[config.mk]
export PLATFORM = sky130hd
export DESIGN_NAME = r_mul_seq
export DESIGN_NICKNAME = d
export VERILOG_FILES = /design/src/rtl/pea_pkg.sv /design/src/rtl/r_mul_cell.sv /design/src/rtl/r_mul_seq.sv
export SDC_FILE = /design/constraint.sdc
export NUM_CORES = 1
export LEC_CHECK = 0
export ABC_AREA = 1
export BUFFER_PORTS_ARGS = -buffer_cell sky130_fd_sc_hd__buf_2
export CORE_ASPECT_RATIO = 1.75
export CORE_MARGIN = 3
export CORE_UTILIZATION = 55
export CTS_CLUSTER_SIZE = 24
export DETAILED_ROUTE_END_ITERATION = 8
export GPL_ROUTABILITY_DRIVEN = 0
export PLACE_DENSITY = 0.78
export REMOVE_ABC_BUFFERS = 1
export SYNTH_ARGS = -nofsm -noshare
export SYNTH_HDL_FRONTEND = slang
export SYNTH_SLANG_ARGS = --single-unit
[constraint.sdc]
create_clock -name clk_i -period 6.6 [get_ports clk_i]
set_clock_uncertainty 0.2 [all_clocks]
set_input_delay 1.32 -clock clk_i [delete_from_list [all_inputs] [get_ports clk_i]]
set_output_delay 1.32 -clock clk_i [all_outputs]
set_load 0.01 [all_outputs]
[src/rtl/pea_pkg.sv]
// Shared definitions for the PE functional units: datapath width, the
// multiply-accumulate FSM states and the accumulator width.
package pea_pkg;

  // Operand and result width of the PE datapath.
  localparam int N_BITS = 32;

  // Accumulator width: wide enough that (2^N-1)^2 + (2^N-1) never wraps.
  localparam int MUL_ACC_W = 2 * N_BITS + 1;

  // Sequencer states of the shift-add multiply-accumulate unit.
  typedef enum logic [1:0] {
    MUL_IDLE = 2'd0,
    MUL_BUSY = 2'd1,
    MUL_DONE = 2'd2
  } mul_state_e;

endpackage : pea_pkg

[src/rtl/r_mul_cell.sv]
// One shift-add step: conditionally add the pre-shifted multiplicand into
// the accumulator. Purely combinational, the mirror of the divider cell.
module r_mul_cell
  import pea_pkg::*;
(
  input  logic [MUL_ACC_W-1:0] acc_i,
  input  logic [MUL_ACC_W-1:0] a_sh_i,
  input  logic                 bit_i,
  output logic [MUL_ACC_W-1:0] acc_o
);

  // Add the shifted multiplicand only when the current multiplier bit is set.
  always_comb begin
    acc_o = acc_i;
    if (bit_i) begin
      acc_o = acc_i + a_sh_i;
    end
  end

endmodule : r_mul_cell

[src/rtl/r_mul_seq.sv]
// Multicycle unsigned multiply-accumulate: res = a*b + c, one multiplier bit
// per cycle. Latency is fixed (N_BITS step cycles plus one cycle to register
// the result), independent of operand values, so it can also rebuild a
// dividend from divider outputs for self-checking.
module r_mul_seq
  import pea_pkg::*;
(
  input  logic              clk_i,
  input  logic              rst_i,
  input  logic              valid_i,
  output logic              ready_o,
  input  logic [N_BITS-1:0] a_i,
  input  logic [N_BITS-1:0] b_i,
  input  logic [N_BITS-1:0] c_i,
  output logic              valid_o,
  input  logic              ready_i,
  output logic [N_BITS-1:0] res_o,
  output logic              ovf_o
);

  // The counter must be able to hold N_BITS itself: after the last bit has
  // been consumed it reads N_BITS and the next cycle registers the result.
  localparam int CNT_W = $clog2(N_BITS + 1);
  localparam logic [CNT_W-1:0] CNT_LAST = CNT_W'(N_BITS);

  mul_state_e           r_state;
  logic [MUL_ACC_W-1:0] r_acc;
  logic [MUL_ACC_W-1:0] r_a_sh;   // multiplicand, shifted left one place per step
  logic [N_BITS-1:0]    r_b;      // multiplier, shifted right; bit 0 is the active bit
  logic [CNT_W-1:0]     r_cnt;
  logic [N_BITS-1:0]    r_res;
  logic                 r_ovf;
  logic                 r_valid;
  logic                 r_ready;

  logic [MUL_ACC_W-1:0] w_acc_next;

  r_mul_cell u_cell (
    .acc_i  (r_acc),
    .a_sh_i (r_a_sh),
    .bit_i  (r_b[0]),
    .acc_o  (w_acc_next)
  );

  // Sequencer: accept operands, step N_BITS times, then present the result
  // until the consumer takes it. All outputs are registered here.
  always_ff @(posedge clk_i or posedge rst_i) begin
    if (rst_i) begin
      r_state <= MUL_IDLE;
      r_acc   <= '0;
      r_a_sh  <= '0;
      r_b     <= '0;
      r_cnt   <= '0;
      r_res   <= '0;
      r_ovf   <= 1'b0;
      r_valid <= 1'b0;
      r_ready <= 1'b1;
    end else begin
      case (r_state)
        MUL_IDLE: begin
          if (valid_i && r_ready) begin
            r_a_sh  <= {{(MUL_ACC_W-N_BITS){1'b0}}, a_i};
            r_b     <= b_i;
            r_acc   <= {{(MUL_ACC_W-N_BITS){1'b0}}, c_i};
            r_cnt   <= '0;
            r_ready <= 1'b0;
            r_state <= MUL_BUSY;
          end
        end
        MUL_BUSY: begin
          if (r_cnt == CNT_LAST) begin
            // Every multiplier bit consumed: register the result.
            r_res   <= r_acc[N_BITS-1:0];
            r_ovf   <= |r_acc[MUL_ACC_W-1:N_BITS];
            r_valid <= 1'b1;
            r_state <= MUL_DONE;
          end else begin
            r_acc   <= w_acc_next;
            r_a_sh  <= r_a_sh << 1;
            r_b     <= r_b >> 1;
            r_cnt   <= r_cnt + CNT_W'(1);
          end
        end
        MUL_DONE: begin
          // Hold the result under backpressure; no accept in the same cycle.
          if (ready_i) begin
            r_valid <= 1'b0;
            r_ready <= 1'b1;
            r_state <= MUL_IDLE;
          end
        end
        default: begin
          r_valid <= 1'b0;
          r_ready <= 1'b1;
          r_state <= MUL_IDLE;
        end
      endcase
    end
  end

  assign ready_o = r_ready;
  assign valid_o = r_valid;
  assign res_o   = r_res;
  assign ovf_o   = r_ovf;

endmodule : r_mul_seq
# Yosys cells after proc, flatten, opt, wreduce, memory -nomap -nowiden
# Index checks and enable logic that the tools add are counted.
[totals]
reg_bits = 205
latchBits = 0
ram_bits = 0
rom_bits = 0
inputBits = 100
n_memories = 0
[classes]
add_sub_neg = 2
multipliers = 0
div = 0
order_cmp = 0
eq_ne = 8
shift = 0
n_mux = 23
bitwise_logic = 2
n_reduce_logical = 10
[op_table]
columns = ["op", "n"]
rows = [
  ["two-way mux 65 bit", 5],
  ["one-hot mux 65 bit (2 select lines)", 2],
  ["adder 65 bit", 1],
  ["two-way mux 32 bit", 2],
  ["one-hot mux 32 bit (2 select lines)", 1],
  ["OR reduction 33 bit", 1],
  ["two-way mux 6 bit", 2],
  ["one-hot mux 6 bit (2 select lines)", 1],
  ["AND reduction 3 bit", 4],
  ["inequality test 2 bit, second input constant", 5],
  ["adder 6 x 1 -> 6 bit, second input constant", 1],
  ["equality test 6 bit, second input constant", 1],
  ["two-way mux 2 bit", 3],
  ["one-hot mux 1 bit (3 select lines)", 2],
  ["one-hot mux 2 bit (3 select lines)", 1],
  ["two-way mux 1 bit", 4],
  ["AND reduction 4 bit", 1],
  ["equality test 2 x 1 -> 1 bit, second input constant", 1],
  ["equality test 2 bit, second input constant", 1],
  ["logical NOT 2 bit", 1],
  ["inverter 1 bit", 2],
  ["AND reduction 2 bit", 1],
  ["nonzero test 2 bit", 1],
  ["logical AND 1 bit", 1],
]

# Depth between registers and ports, before layout
# Gate-level depths: netlist of run 1.
[logic_depth]
depth_word = 4
ltp_mapped = 16
ltp_nobuf = 16

# By module
# A second synthesis of run 1 with hierarchy kept.
[unflattened]
hier_cells = 2569
area_unflattened_um2 = 15861.5
[modules_own_cells]
columns = ["mod", "n_inst", "cells_per_inst", "area_each_um2", "seq_area_each_um2"]
rows = [
  ["r_mul_seq", 1, 1101, 9153.8, 5131.2],
  ["r_mul_cell", 1, 1468, 6707.7, 0.0],
]

# Least setup slack after synthesis of run 1
# Ideal clock, no wire load.
[synth_timing]
kind = "in2reg"
startpoint = "input valid_i"
endpoint = "register r_acc[11]"
setup_time_ps = 82
arrival_time_ps = 2160
required_time_ps = 6318
setup_slack_ps = 4157
path_stages = 7
path_cell_list = "nand3_1 -> inv_1 -> a21oi_4 -> inv_2 -> buf_2 -> buf_6 -> o22ai_1"
[synth_between]
elab_chain_len = 3
[synth_lines]
columns = ["item", "line_no", "text"]
rows = [
  ["start: declaration", "r_mul_seq.sv:10", "input logic valid_i,"],
  ["logical AND 1 bit", "r_mul_seq.sv:61", "if (valid_i && r_ready) begin"],
  ["inequality test 2 bit (no source line)", "-", ""],
  ["AND reduction 4 bit (no source line)", "-", ""],
  ["end signal: assignment", "r_mul_seq.sv:64", "r_acc <= {{(MUL_ACC_W-N_BITS){1'b0}}, c_i};"],
  ["end signal: assignment", "r_mul_seq.sv:78", "r_acc <= w_acc_next;"],
  ["end: declaration", "r_mul_seq.sv:27", "logic [MUL_ACC_W-1:0] r_acc;"],
]
# Every way passes these cells.
# A chain may end at the register's enable or synchronous reset.

# Worst setup path after layout of run 1
[layout_timing]
startpoint = "register r_cnt[0]"
endpoint = "register r_acc[10]"
[layout_between]
elab_chain_len = 3
[layout_lines]
columns = ["item", "line_no", "text"]
rows = [
  ["start: declaration", "r_mul_seq.sv:30", "logic [CNT_W-1:0] r_cnt;"],
  ["start signal: assignment", "r_mul_seq.sv:81", "r_cnt <= r_cnt + CNT_W'(1);"],
  ["equality test 6 bit", "r_mul_seq.sv:71", "if (r_cnt == CNT_LAST) begin"],
  ["inequality test 2 bit (no source line)", "-", ""],
  ["AND reduction 4 bit (no source line)", "-", ""],
]
# Every way passes these cells.

==> run metrics, run 1 <==
total power=around 9.7 mW; power density over the cells=around 610 nW/um^2; GR Overflow Total=0; Root Driver=clkbuf_16; Post-Route WL=44.3 mm; Hold Violations, Final=0; Max VDD drop=approximately 280 uV; CP Capture Type=register; vias in the first global route=about 14000; core area=~26000 sq um; slew margin rel.=0.326; count of cell types in the netlist=33; arrival time worst endpoint=about 4200 ps; CTS tree=built; WHS Path Cells=2; Hold WS=roughly 280 ps; Hold Path Sink=res_o[9]; Detailed Routing Iterations Pass 1=5; GRT Total Usage=0.312; post-synthesis cell area=~14000 sq um; Iteration-0 DRC Markers=about 1100; Die Y-Extent=~220 um; nets@finish=~2500; Post-synth EDFFs=0; share of Yosys cell area claimed by the top area cell type=0.353; Vias=about 15000; Worst-path clk slew=~60 ps; Die Wd=roughly 130 um; Achievable Freq=248 MHz; cts hold-fix bufs=0; Filler cells=about 2400; ys async rst share=1.00; Skew-Pair Late Insertion Delay=roughly 530 ps; antenna violations before repair=0; Hold Path Class=reg2reg; post_cts resized=0; die area=around 28000 sq um; FF-to-FF End=r_acc[10]; start point of the worst hold path=res_o[9]; Worst Path Required=between 6000 and 7000 ps; Final Setup Violations=0; largest net degree at the start of global routing=~110; Reg2Reg Setup Slack=~2600 ps; # diodes=0; Seq/Total Area, Yosys=0.355; RSZ-0062 raised after global routing=no; port bufs=approximately 130; top-count cell post-synth=nand2_1; Setup Buffers After CTS=0; FF-to-FF path depth=9; Final Critical Period=roughly 4000 ps; status=finished clean; clk sink count=205; largest cells by area after synthesis=dfrtp_1, nand2_1, inv_1, ha_1, o21ai_0; first-pass GRT wire length=approximately 70 mm; Via density=~5.4; synthesized flop and latch total=between 200 and 250; max_cap viols=0; leading area contributor after synthesis=dfrtp_1; Cells after Synth=2259; ys flop type=dfrtp_1; HPWL after DPL=33.8 mm; R2R Path Start=r_cnt[0]; Yosys Warn Count=0; Crit Path Class=reg2reg; clk buf depth=3; Worst Tran Pin Value=~1000 ps; most frequent cells after synthesis=nand2_1, inv_1, dfrtp_1, nor2_1, o21ai_0; synthesized area per cell=approximately 6.4 sq um; CTS HTree Levels=1; Static Leak=around 9.5 nW; Synth-to-Final Area Change=10.5%; Initial Util=0.565; Worst setup SP type=register; fraction of layout cells with a size suffix above 1=0.0804; # DRC=0; Rows=77; fin crit share=0.611; Slew Limit Fails=0; Worst Path Max Fanout=66; boundary pin count=approximately 140; routed length per instance=around 16 um; antenna-violating nets left=0; total CTS buffers=21
[per-layer routing]
metal / routed length, um / track usage / part of all wire / vias to the layer above
met5: 0 / 0 / 0 / -
met4: 4500 / 0.265 / 0.10 / 0
met1: 15200 / 0.302 / 0.34 / 6638
li1: - / - / - / 7165
met3: 2210 / 0.0512 / 0.050 / 216
met2: 22400 / 0.565 / 0.51 / 520
[flip-flops by register name, summed over array words and instances, names as in the netlist]
| name | count |
|---|---|
| res_o | 32 |
| r_b | 32 |
| valid_o | 1 |
| r_acc | 65 |
| ovf_o | 1 |
| r_cnt | 6 |
| r_state | 2 |
| r_a_sh | 65 |
| ready_o | 1 |
[stage by stage]
stage           util  std cells  cell area (sq um)  setup slack, ps  TNS, ps
6_report       0.624       2691              16000             2570        0
3_3_place_gp   0.599       2656              15400             2640        0
4_1_cts        0.624       2691              16000             2580        0
2_1_floorplan      -       2199              14200            -1530  -213370
3_5_place_dp   0.599       2656              15400             2570        0
5_1_grt        0.624       2691              16000             2140        0
[worst max-delay path: stages, from the launching register on]
cell and delay, ps:
dfrtp_1 390, inv_1 120, ha_1 180, nand3_1 120, nand2_2 590, nand2_4 570, a21oi_4 870, inv_2 500
o211ai_1 220, o21ai_0 110
[cell usage in the layout (no fill, tap or decap), types with 2 or more instances in the layout]
cell,count
ha_1,66
clkbuf_16,21
inv_1,483
or2_2,2
clkbuf_8,4
clkbuf_1,4
nor2_1,149
nand4_1,13
dfrtp_1,204
a22oi_1,6
nand3_1,93
buf_2,134
xnor2_1,6
o21ai_0,125
xor2_1,10
mux2_2,8
nor3_1,20
clkinv_2,4
nor4_1,9
nand2_2,2
o21bai_1,2
o211ai_1,68
nand2_1,814
a21oi_1,66
a31oi_1,4
nor2_4,2
o22ai_1,39
buf_4,7
[report_power, final]
group	switching (mW)	leakage [nW]	total (mW)	internal, mW
logic	4.28	6.65	6.29	2.01
clock network	0.504	0.313	1.13	0.629
registers	0.399	2.56	2.28	1.88
[worst max-delay path by stage]
stage / startpoint / end / slack (ps)
2_1_floorplan: r_state[1] / r_acc[11] / -1530
6_report: r_cnt[0] / r_acc[10] / 2570
4_1_cts: r_cnt[0] / r_acc[9] / 2580
3_5_place_dp: valid_i / r_acc[9] / 2570
3_3_place_gp: valid_i / r_acc[9] / 2640
5_1_grt: r_cnt[0] / r_acc[10] / 2140
[cells by family after synthesis]
kind of cell | share of synthesized area
buffers and inverters | 0.144
AND/OR/NAND/NOR | 0.302
XOR/XNOR | 0.00968
adder cells (fa/ha/maj) | 0.0584
flip-flops | 0.355
AO/OA/AOI/OAI | 0.125
multiplexers | 0.00622
[layout make-up]
type                    instances  area [sq um]  share of cell area
inverters                     485          1830               0.114
clock inverters                 6          36.3             0.00227
well taps                     316           395              0.0247
flip-flops and latches        205          5130               0.321
multi-input cells            1509          7280               0.455
clock buffers                  29           596              0.0373
repair buffers                141           723              0.0452
(Power assumes the default switching activity.)
==> run 2, diff against run 1 <==
Settings changed: ABC_AREA 1 to 0, CORE_UTILIZATION 55 to 54, PLACE_DENSITY 0.78 to 0.77.
Clock period 6.6 ns to 3.4 ns, I/O delays scaled along.
==> run metrics, run 2 <==
Iteration-0 DRC Markers=~520; Die Y-Extent=slightly above 200 um; Achievable Freq=292 MHz; Detailed Routing Iterations Pass 1=5; # DRC=0; Worst-path clk slew=approximately 70 ps; Worst Path Required=between 3000 and 4000 ps; share of power burned in registers=0.279; Clk network pwr share=0.155; Final WS setup=-22.6 ps; Rows=72; share of Yosys cell area claimed by the top area cell type=0.420; Worst Tran Pin Value=about 810 ps; Int Pwr=8.82 mW; synthesized flop and latch total=205; clk buf depth=3; Final Cell Area=around 14000 sq um; Via density=5.87; ys flop type=dfrtp_1; power density over the cells=1120 nW/um^2; antenna-violating nets left=0; Final Util=0.649; Vias=approximately 11000; FF-to-FF path depth=14; setup tns final=-22.6 ps; CP Capture Type=register; Static Leak=6.61 nW; boundary pin count=135; fraction of layout cells with a size suffix above 1=0.210; sw frac=0.451; antenna violations before repair=0; Cells after Synth=1412; Post-Route WL=33.0 mm; worst path cell trace=ha_2, fa_2, a211oi_2, o211ai_2, a311oi_4, o21ai_2, a311oi_4, buf_4, o21bai_4, buf_6, a21oi_4, o311ai_2, xnor2_1, o21ai_1; Root Driver=clkbuf_16; GRT Total Usage=0.267; FF-to-FF End=r_acc[50]; die area=between 20000 and 25000 sq um; routed length per instance=around 18 um; Worst Path Max Fanout=3; Worst setup SP type=register; first-pass GRT wire length=around 54 mm; placed instance area=13500 sq um; leading area contributor after synthesis=dfrtp_1; vias in the first global route=11100; max_cap viols=0; slew margin rel.=0.461; critical path's largest stage delay=a little under 400 ps; most frequent CP cell=a311oi_4; most frequent cells in the layout=nand2_1, dfrtp_1, nor2_1; arrival time worst endpoint=~3600 ps; Crit Path Class=reg2reg; combinational share of power=0.566; ys async rst share=1.00; port bufs=between 100 and 150; total power=about 16 mW; status=finished, violations left; Post-synth EDFFs=0; cts hold-fix bufs=0; count of cell types in the netlist=77; largest registers=r_a_sh (65), r_acc (65); failing checks=setup timing; pre-CTS setup slack=-124 ps; Worst path slowest cell=dfrtp_1; total CTS buffers=21; Final Setup Violations=1; R2R Path Start=r_a_sh[0]; HPWL after DPL=23.6 mm; core area=22200 sq um; synthesized area per cell=roughly 8.6 sq um; sw power=7.25 mW; Max VDD drop=649 uV; Synth-to-Final Area Change=18.4%; CTS tree=built; clk sink count=roughly 200; Seq/Total Area, Yosys=0.422; Hold Violations, Final=0; RSZ-0062 raised after global routing=yes; most common cell after layout, fill and taps aside=nand2_1; top-count cell post-synth=nand2_1; Die Wd=approximately 120 um; CTS HTree Levels=1; Skew-Pair Late Insertion Delay=500 ps; post-synthesis cell area=approximately 12000 sq um; GR Overflow Total=0; # diodes=0; Hold Path Class=in2async; Final Critical Period=3420 ps; Slew Limit Fails=0; Yosys Warn Count=0; Initial Util=0.548; nets@finish=roughly 1700; most frequent cells after synthesis=nand2_1, dfrtp_1, nor2_1, o21ai_0, a21oi_1; Reg2Reg Setup Slack=-20 ps; fin crit share=1.01; largest net degree at the start of global routing=~130; largest cells by area after synthesis=dfrtp_1, nand2_1, ha_1, o21ai_0, nor2_1
run 2: cell types whose count changed after synthesis, moves of 37 or more:
cell | before | now
inv_1 | 484 | 20
nand2_1 | 815 | 290
o211ai_1 | 68 | 7
a31oi_1 | 4 | 75
nand3_1 | 93 | 30
o22ai_1 | 39 | 2
run 2: layout make-up:
| type | count | area, sq um |
|---|---|---|
| repair buffers | 200 | 1240 |
| clock buffers | 27 | 568 |
| flip-flops and latches | 205 | 5130 |
| inverters | 21 | 87.6 |
| well taps | 296 | 370 |
| fillers | 1884 | 7780 |
| clock inverters | 10 | 156 |
| multi-input cells | 1107 | 6840 |
run 2: metrics by stage:
| step | hold WS, ps | instances |
|---|---|---|
| 3_5_place_dp | 291 | 1826 |
| 2_1_floorplan | 272 | 1333 |
| 4_1_cts | 88.7 | 1863 |
| 3_3_place_gp | 288 | 1826 |
| 5_1_grt | 110 | 1866 |
| 6_report | 63.6 | 1866 |
run 2: worst max-delay path by stage:
stage	slack (ps)	depth (start not counted)	startpoint	end
detailed placement	-120	12	r_acc[0]	r_acc[64]
global route	-200	14	r_a_sh[0]	r_acc[50]
finish	-20	14	r_a_sh[0]	r_acc[50]
floorplan	-3950	7	r_state[1]	r_acc[64]
global placement	-30	12	r_acc[0]	r_acc[64]
CTS	-50	12	r_acc[0]	r_acc[64]
run 2: power groups by stage:
stage                     combinational, mW  sequential, mW  clock [mW]
after global routing                   10.1            4.60        2.61
after detailed placement               8.74            4.49           0
after CTS                              8.84            4.46        2.52
after global placement                 8.54            4.45           0
final                                  9.10            4.48        2.49
after floorplan                        6.25            4.26           0
run 2: cell families (layout without fill, tap and decap cells):
kind of cell | Yosys count | in the layout | synth area share
compound gates | 400 | 400 | 0.210
buf+inv | 100 | 258 | 0.0323
fa+ha+maj | 67 | 67 | 0.0696
mux | 36 | 36 | 0.0330
xor+xnor | 62 | 62 | 0.0447
simple gates | 542 | 542 | 0.188
flops | 205 | 205 | 0.422
run 2: timing repair:
action                                 CTS  global route
setup buffers                            0             4
endpoints found under the hold margin    0             0
resized for setup                        6            35
setup endpoints to repair               10            24
pin swaps                                0            16
run 2: critical path: cells and delay by family, from the launching register on:
kind                       cells  cell delay (ps)
buffers and inverters          2              330
DFF                            1              390
AOI/OAI and AO/OA              9             1630
adders and majority gates      2              550
xor gates and xnor gates       1              190
run 2: layer usage:
layer / GRT usage / vias up / routed length (um)
li1: - / 5281 / -
met1: 0.285 / 5251 / 12000
met2: 0.514 / 311 / 17900
met3: 0.0266 / 112 / 1320
met4: 0.136 / 0 / 1760
met5: 0 / - / 0
